**src/rtl/timer_port_arb.sv**
```systemverilog
// Two-master round-robin arbiter for the timer register port.
// Supports bus lock with forced release after LOCK_MAX locked cycles.
module timer_port_arb #(
    parameter int LOCK_MAX = 16,
    parameter int DW       = 32
) (
    input  logic          clk,
    input  logic          rst,
    input  logic          m0_req,
    input  logic          m0_we,
    input  logic          m0_lock,
    input  logic [1:0]    m0_addr,
    input  logic [DW-1:0] m0_din,
    output logic          m0_ack,
    output logic [DW-1:0] m0_rdata,
    input  logic          m1_req,
    input  logic          m1_we,
    input  logic          m1_lock,
    input  logic [1:0]    m1_addr,
    input  logic [DW-1:0] m1_din,
    output logic          m1_ack,
    output logic [DW-1:0] m1_rdata,
    output logic [1:0]    t_addr,
    output logic          t_we,
    output logic [DW-1:0] t_din,
    input  logic [DW-1:0] t_dout
);

    localparam int CW = $clog2(LOCK_MAX + 1);

    typedef enum logic [1:0] {
        IDLE,
        ISSUE,
        HOLD
    } state_e;

    state_e        state_q, state_d;
    logic          last_q, last_d;
    logic          gnt_q, gnt_d;
    logic          cmd_we_q, cmd_we_d;
    logic [1:0]    cmd_addr_q, cmd_addr_d;
    logic [DW-1:0] cmd_din_q, cmd_din_d;
    logic [CW-1:0] lock_cnt_q, lock_cnt_d;
    logic [DW-1:0] rd0_q, rd0_d;
    logic [DW-1:0] rd1_q, rd1_d;

    logic          issue;
    logic          req_g;
    logic          lock_g;
    logic          at_max;
    logic          latch;
    logic          src;
    logic [CW-1:0] cnt_nxt;
    logic [DW-1:0] rd_val;

    assign issue   = (state_q == ISSUE);
    assign req_g   = gnt_q ? m1_req : m0_req;
    assign lock_g  = gnt_q ? m1_lock : m0_lock;
    assign cnt_nxt = lock_cnt_q + 1'b1;
    assign at_max  = (cnt_nxt >= CW'(LOCK_MAX));
    // The reserved address reads as zero
    assign rd_val  = (cmd_addr_q == 2'b11) ? '0 : t_dout;

    always_comb begin
        state_d    = state_q;
        last_d     = last_q;
        gnt_d      = gnt_q;
        cmd_we_d   = cmd_we_q;
        cmd_addr_d = cmd_addr_q;
        cmd_din_d  = cmd_din_q;
        lock_cnt_d = lock_cnt_q;
        rd0_d      = rd0_q;
        rd1_d      = rd1_q;
        latch      = 1'b0;
        src        = gnt_q;
        unique case (state_q)
            IDLE: begin
                lock_cnt_d = '0;
                if (m0_req || m1_req) begin
                    src     = (m0_req && m1_req) ? ~last_q : m1_req;
                    latch   = 1'b1;
                    state_d = ISSUE;
                end
            end
            ISSUE: begin
                last_d = gnt_q;
                if (gnt_q) rd1_d = rd_val;
                else       rd0_d = rd_val;
                if (lock_g && !at_max) begin
                    state_d    = HOLD;
                    lock_cnt_d = cnt_nxt;
                end else begin
                    state_d    = IDLE;
                    lock_cnt_d = '0;
                end
            end
            HOLD: begin
                // Forced release hands priority to the other master
                if (at_max) begin
                    state_d    = IDLE;
                    lock_cnt_d = '0;
                    last_d     = gnt_q;
                end else if (req_g) begin
                    latch      = 1'b1;
                    state_d    = ISSUE;
                    lock_cnt_d = cnt_nxt;
                end else if (!lock_g) begin
                    state_d    = IDLE;
                    lock_cnt_d = '0;
                end else begin
                    lock_cnt_d = cnt_nxt;
                end
            end
            default: state_d = IDLE;
        endcase
        if (latch) begin
            gnt_d      = src;
            cmd_we_d   = src ? m1_we : m0_we;
            cmd_addr_d = src ? m1_addr : m0_addr;
            cmd_din_d  = src ? m1_din : m0_din;
        end
    end

    always_ff @(posedge clk or negedge rst) begin
        if (!rst) begin
            state_q    <= IDLE;
            last_q     <= 1'b1;
            gnt_q      <= 1'b0;
            cmd_we_q   <= 1'b0;
            cmd_addr_q <= '0;
            cmd_din_q  <= '0;
            lock_cnt_q <= '0;
            rd0_q      <= '0;
            rd1_q      <= '0;
        end else begin
            state_q    <= state_d;
            last_q     <= last_d;
            gnt_q      <= gnt_d;
            cmd_we_q   <= cmd_we_d;
            cmd_addr_q <= cmd_addr_d;
            cmd_din_q  <= cmd_din_d;
            lock_cnt_q <= lock_cnt_d;
            rd0_q      <= rd0_d;
            rd1_q      <= rd1_d;
        end
    end

    assign m0_ack   = issue && !gnt_q;
    assign m1_ack   = issue && gnt_q;
    assign t_we     = issue && cmd_we_q && (cmd_addr_q != 2'b11);
    assign t_addr   = cmd_addr_q;
    assign t_din    = cmd_din_q;
    assign m0_rdata = m0_ack ? rd_val : rd0_q;
    assign m1_rdata = m1_ack ? rd_val : rd1_q;

endmodule

```
**config.mk**
```make
export PLATFORM = sky130hd
export DESIGN_NAME = timer_port_arb
export DESIGN_NICKNAME = d
export VERILOG_FILES = /design/src/rtl/timer_port_arb.sv
export SDC_FILE = /design/constraint.sdc
export NUM_CORES = 1
export LEC_CHECK = 0
export CORE_UTILIZATION = 29
export CTS_CLUSTER_DIAMETER = 200
export DETAILED_ROUTE_END_ITERATION = 16
export PLACE_DENSITY_LB_ADDON = 0.3
export SKIP_CTS_REPAIR_TIMING = 1
export SLEW_MARGIN = 25
export SYNTH_ARGS = -nofsm -noshare
export SYNTH_HDL_FRONTEND = slang
export SYNTH_SLANG_ARGS = --single-unit
```
**constraint.sdc**
```tcl
create_clock -name clk -period 2.8 [get_ports clk]
set_input_delay 0.28 -clock clk [delete_from_list [all_inputs] [get_ports clk]]
set_output_delay 0.28 -clock clk [all_outputs]
set_load 0.03 [all_outputs]
```
Word level (Yosys, flattened, before mapping)
Cells that the tools add are included.

Flip-flop bits (word level): 108. Latch bits: 0. Bits in writable memories: 0. ROM bits: 0. Input port bits: 108. Memories: 0.

Add/sub/neg operators: 1. Multiply operators: 0. Divide/modulo/power cells: 0. $lt $le $gt $ge: 1. Eq/ne operators: 7. Shift operators: 0. Mux-type cells: 28. Bitwise operators: 2. Reduce and logical (&&, ||, !) cells: 16.

Operator list (count): $mux W32 (4); $mux W5 (4); $pmux W5 S3 (1); $mux W2 (6); $mux W1 (10); $reduce_and A2 Y1 (4); $logic_and A1 B1 Y1 (6); $ne A2 B2 Y1 const B (3); $pmux W2 S3 (1); $add A5 B1 Y5 const B (1); $ge A5 B5 Y1 const B (1); $eq A2 B2 Y1 const B (2); $ne A4 B4 Y1 const B (1); $pmux W1 S2 (2); $reduce_bool A3 Y1 (1); $eq A2 B1 Y1 const B (1); $logic_not A1 Y1 (2); $logic_not A2 Y1 (1); $not A1 Y1 (2); $reduce_bool A2 Y1 (1); $logic_or A1 B1 Y1 (1).

Depth between registers and ports, before layout
Depth in word-level cells: 6. Mapped depth: 8. Gate-level depth less buffers: 6.

Worst setup path before layout
No wires, ideal clock.

Path type: register -> output. Start point: register state_q[1]. End point: output m0_rdata[0]. Data arrival time: 1864 ps. Required time: 2520 ps. Slack: 656 ps. Stages on the path, launching flop included: 7. Path buffers: 2. Cells stage by stage: dfrtp_1 -> inv_1 -> ha_1 -> nand2b_1 -> clkbuf_1 -> buf_1 -> o21ai_0.

Longest elaborated chain between the ends: 3.

Ends and longest elaborated chain: start: declaration (RTL line 37) `state_e state_q, state_d;`; start signal: assignment (RTL line 136) `state_q <= state_d;`; $eq A2 B1 Y1 (RTL line 56) `assign issue = (state_q == ISSUE);`; $logic_and A1 B1 Y1 (RTL line 148) `assign m0_ack = issue && !gnt_q;`; $mux W32 (RTL line 153) `assign m0_rdata = m0_ack ? rd_val : rd0_q;`; end: declaration (RTL line 15) `output logic [DW-1:0] m0_rdata,`.

Every way passes these cells.

Worst setup path after layout
Start point: register state_q[1]. End point: output m0_ack.

Longest elaborated chain between the ends: 2.

Ends and longest elaborated chain: $eq A2 B1 Y1 (RTL line 56); $logic_and A1 B1 Y1 (RTL line 148); end: declaration (RTL line 14) `output logic m0_ack,`.

Every way passes these cells.

==> metrics.md <==
| Metric | Value |
|---|---|
| Status | `finished with violations` |
| Failing checks | `hold timing` |
| Gp weighted congestion | `0.771` |
| CTS buffer count | `9` |
| Worst VDD drop | `0.000589 V` |
| R2r setup slk | `0.65 ns` |
| Top FF cell, synth | `dfrtp_1` |
| Netlist Area Pre-Place | `4990 um2` |
| Port Buf Inserts | `208` |
| Root Buffer | `clkbuf_16` |
| Share of layout cells above drive strength 1 | `17.2%` |
| Clock sink count | `108` |
| Reg2reg end | `t_addr[1]` |
| Ys async rst share | `100%` |
| Ports | `209` |
| Max-cap violations | `0` |
| CP Launch Point | `state_q[1]` |
| Most frequent cells in the layout | `clkdlybuf4s50_1, dfrtp_1, nand2_1, o21ai_0, dlymetal6s2s_1` |
| Crit Path Category | `reg -> out` |
| Seq/Total Area, Yosys | `54.2%` |
| Clk_skew | `0.0110 ns` |
| Number of diodes | `0` |
| Worst path most repeated cell | `inv_1` |
| Fin. Hold Viols | `9` |
| Drt total wl | `13100 um` |
| Total GRT Usage | `14.8%` |
| Synthesized instance count | `422` |
| #FFs+latches synth | `108` |
| Crit-path slowest cell | `clkdlybuf4s50_1` |
| Crit-path max FO | `55` |
| Syn_nets | `536` |
| Final min period | `2.63 ns` |
| Worst-Margin Slew | `0.758 ns` |
| Initial antenna violation count | `0` |
| Crit. End Element | `output port` |
| Vias in the first global route | `3878` |
| Buf+Inv Stages, Crit Path | `4` |
| Worst path depth | `6` |
| Commonest non-fill, non-tap cell in the layout | `clkdlybuf4s50_1` |
| Avg Cell Area, Syn | `11.8 um2` |
| Core box area | `16700 um2` |
| Worst reg2reg startpoint | `state_q[0]` |
| Htree depth | `3` |
| Hold Slack | `-0.0100 ns` |
| Pwr dens | `1360 nW/um2` |
| Final TNS setup | `0 ns` |
| CP required | `2.52 ns` |
| Starting Density | `29.9%` |
| Leakage | `0.00418 uW` |
| Final Power | `10600 uW` |
| CP arrival | `2.35 ns` |
| Relative slew slack | `49.4%` |
| Global route overflow | `0` |
| Via density | `4.47` |
| CP peak stage delay | `0.67 ns` |
| Critical Path End | `m0_ack` |
| Die span in x | `133 um` |
| First drt pass iteration count | `4` |
| Critical Path, Cell by Cell | `inv_1 -> ha_1 -> nand2b_2 -> buf_12 -> inv_1 -> clkdlybuf4s50_1` |
| Die area | `17700 um2` |
| Ys Warns | `0` |
| Per-cell routed wire length | `15.5 um` |
| Number of DRC markers in iteration 0 | `228` |
| Worst skew pair latency | `0.35 ns` |
| Chip height | `133 um` |
| Clock transition at path regs | `0.07 ns` |
| Largest net degree at the start of global routing | `66` |
| Fmax achieved | `0.380 GHz` |
| Setup violators final | `0` |
| DRC viols | `0` |
| Core Util, Final | `46.4%` |
| DPL Wire Length | `9400 um` |
| Hold Crit Class | `in -> async` |
| Post-route ant nets | `0` |
| CTS Buffer Depth | `2` |
| Post-synth EDFFs | `0` |
| Crit start category | `flip-flop` |
| Final Slew Violations | `0` |
| First-pass GRT wire length | `20600 um` |
| Cell Rows | `47` |
| RSZ-0062 raised after global routing | `no` |
| # nets final | `736` |
| CTS tree | `done` |
| R2R depth | `7` |
| Vias | `3790` |
| Area Growth Syn to Fin | `55.3%` |
| Post-synth cell types | `33` |
| Final period util | `94.1%` |
| CP top delay family | `buffers and inverters` |
| Filler Cell Count | `1530` |
[power breakdown]
part | internal, uW | switching, uW | leakage [uW] | total, uW
Sequential | 2290 | 301 | 0.00134 | 2590
Clock | 636 | 593 | 0.000137 | 1230
Combinational | 2970 | 3770 | 0.00271 | 6740
Total | 5890 | 4670 | 0.00418 | 10600
[layer usage]
| metal | global-route usage, % | vias to the layer above | routed length (um) |
|---|---|---|---|
| li1 | - | 1828 | - |
| met1 | 18.3 | 1825 | 5650 |
| met2 | 25.3 | 124 | 6560 |
| met3 | 3.50 | 13 | 689 |
| met4 | 5.11 | 0 | 226 |
| met5 | 0 | - | 0 |
[metrics by stage]
step / std cells / cell area (um2) / setup slack [ns]
floorplan: 422 / 4990 / 0.656
CTS: 847 / 7590 / -0.156
detailed placement: 831 / 7300 / 0.253
global placement: 831 / 7300 / 0.358
finish: 847 / 7740 / 0.167
global route: 847 / 7740 / 0.0153
[registers in the layout, indices dropped and copies added (netlist names)]
name and count:
rd1_q 32, rd0_q 32, state_q 2, last_q 1
gnt_q 1, lock_cnt_q 5, t_din 32, cmd_we_q 1
t_addr 2
[area by class of cell]
cell class,instances,area (um2),area share (%)
inverter,7,26.3,0.339
clock buffer,10,239,3.09
timing repair buffer,215,2370,30.6
clock inverter,6,48.8,0.630
multi-input combinational,281,2080,26.9
sequential,108,2700,34.9
tap,220,275,3.55
[cell families (layout without fill, tap and decap cells)]
group,Yosys count,after routing,synth area share [%]
AOI/OAI and AO/OA,81,81,9.01
xor gates and xnor gates,1,1,0.326
adders and majority gates,6,6,1.51
buffers and inverters,33,238,4.09
DFF,108,108,54.2
muxes,75,75,21.3
and+or+nand+nor,118,118,9.54
[synthesized netlist by cell type, types with 2 or more instances]
master	number	area share, %
and2_1	2	0.25
nand2b_1	4	0.50
nor3_1	2	0.20
buf_6	4	0.90
a21o_1	2	0.30
dfrtp_1	107	54
nor2_1	4	0.30
inv_1	7	0.53
mux2_4	58	17
a2bb2oi_1	2	0.35
o21ai_0	68	6.8
a21oi_1	2	0.20
mux2_2	16	3.6
clkbuf_1	16	1.2
buf_1	2	0.15
ha_1	6	1.5
nand2_1	102	7.7
buf_12	3	1.2
[how the worst min path moves through the flow]
stage,to,slack (ns),cells after the start
2_1_floorplan,cmd_we_q,-0.02,0
3_3_place_gp,t_din[13],0.40,1
3_5_place_dp,t_din[20],0.40,1
4_1_cts,t_din[20],0.02,1
5_1_grt,t_din[20],0.05,1
6_report,t_din[20],-0.01,1
No activity file was read; power rests on OpenSTA's default activity.
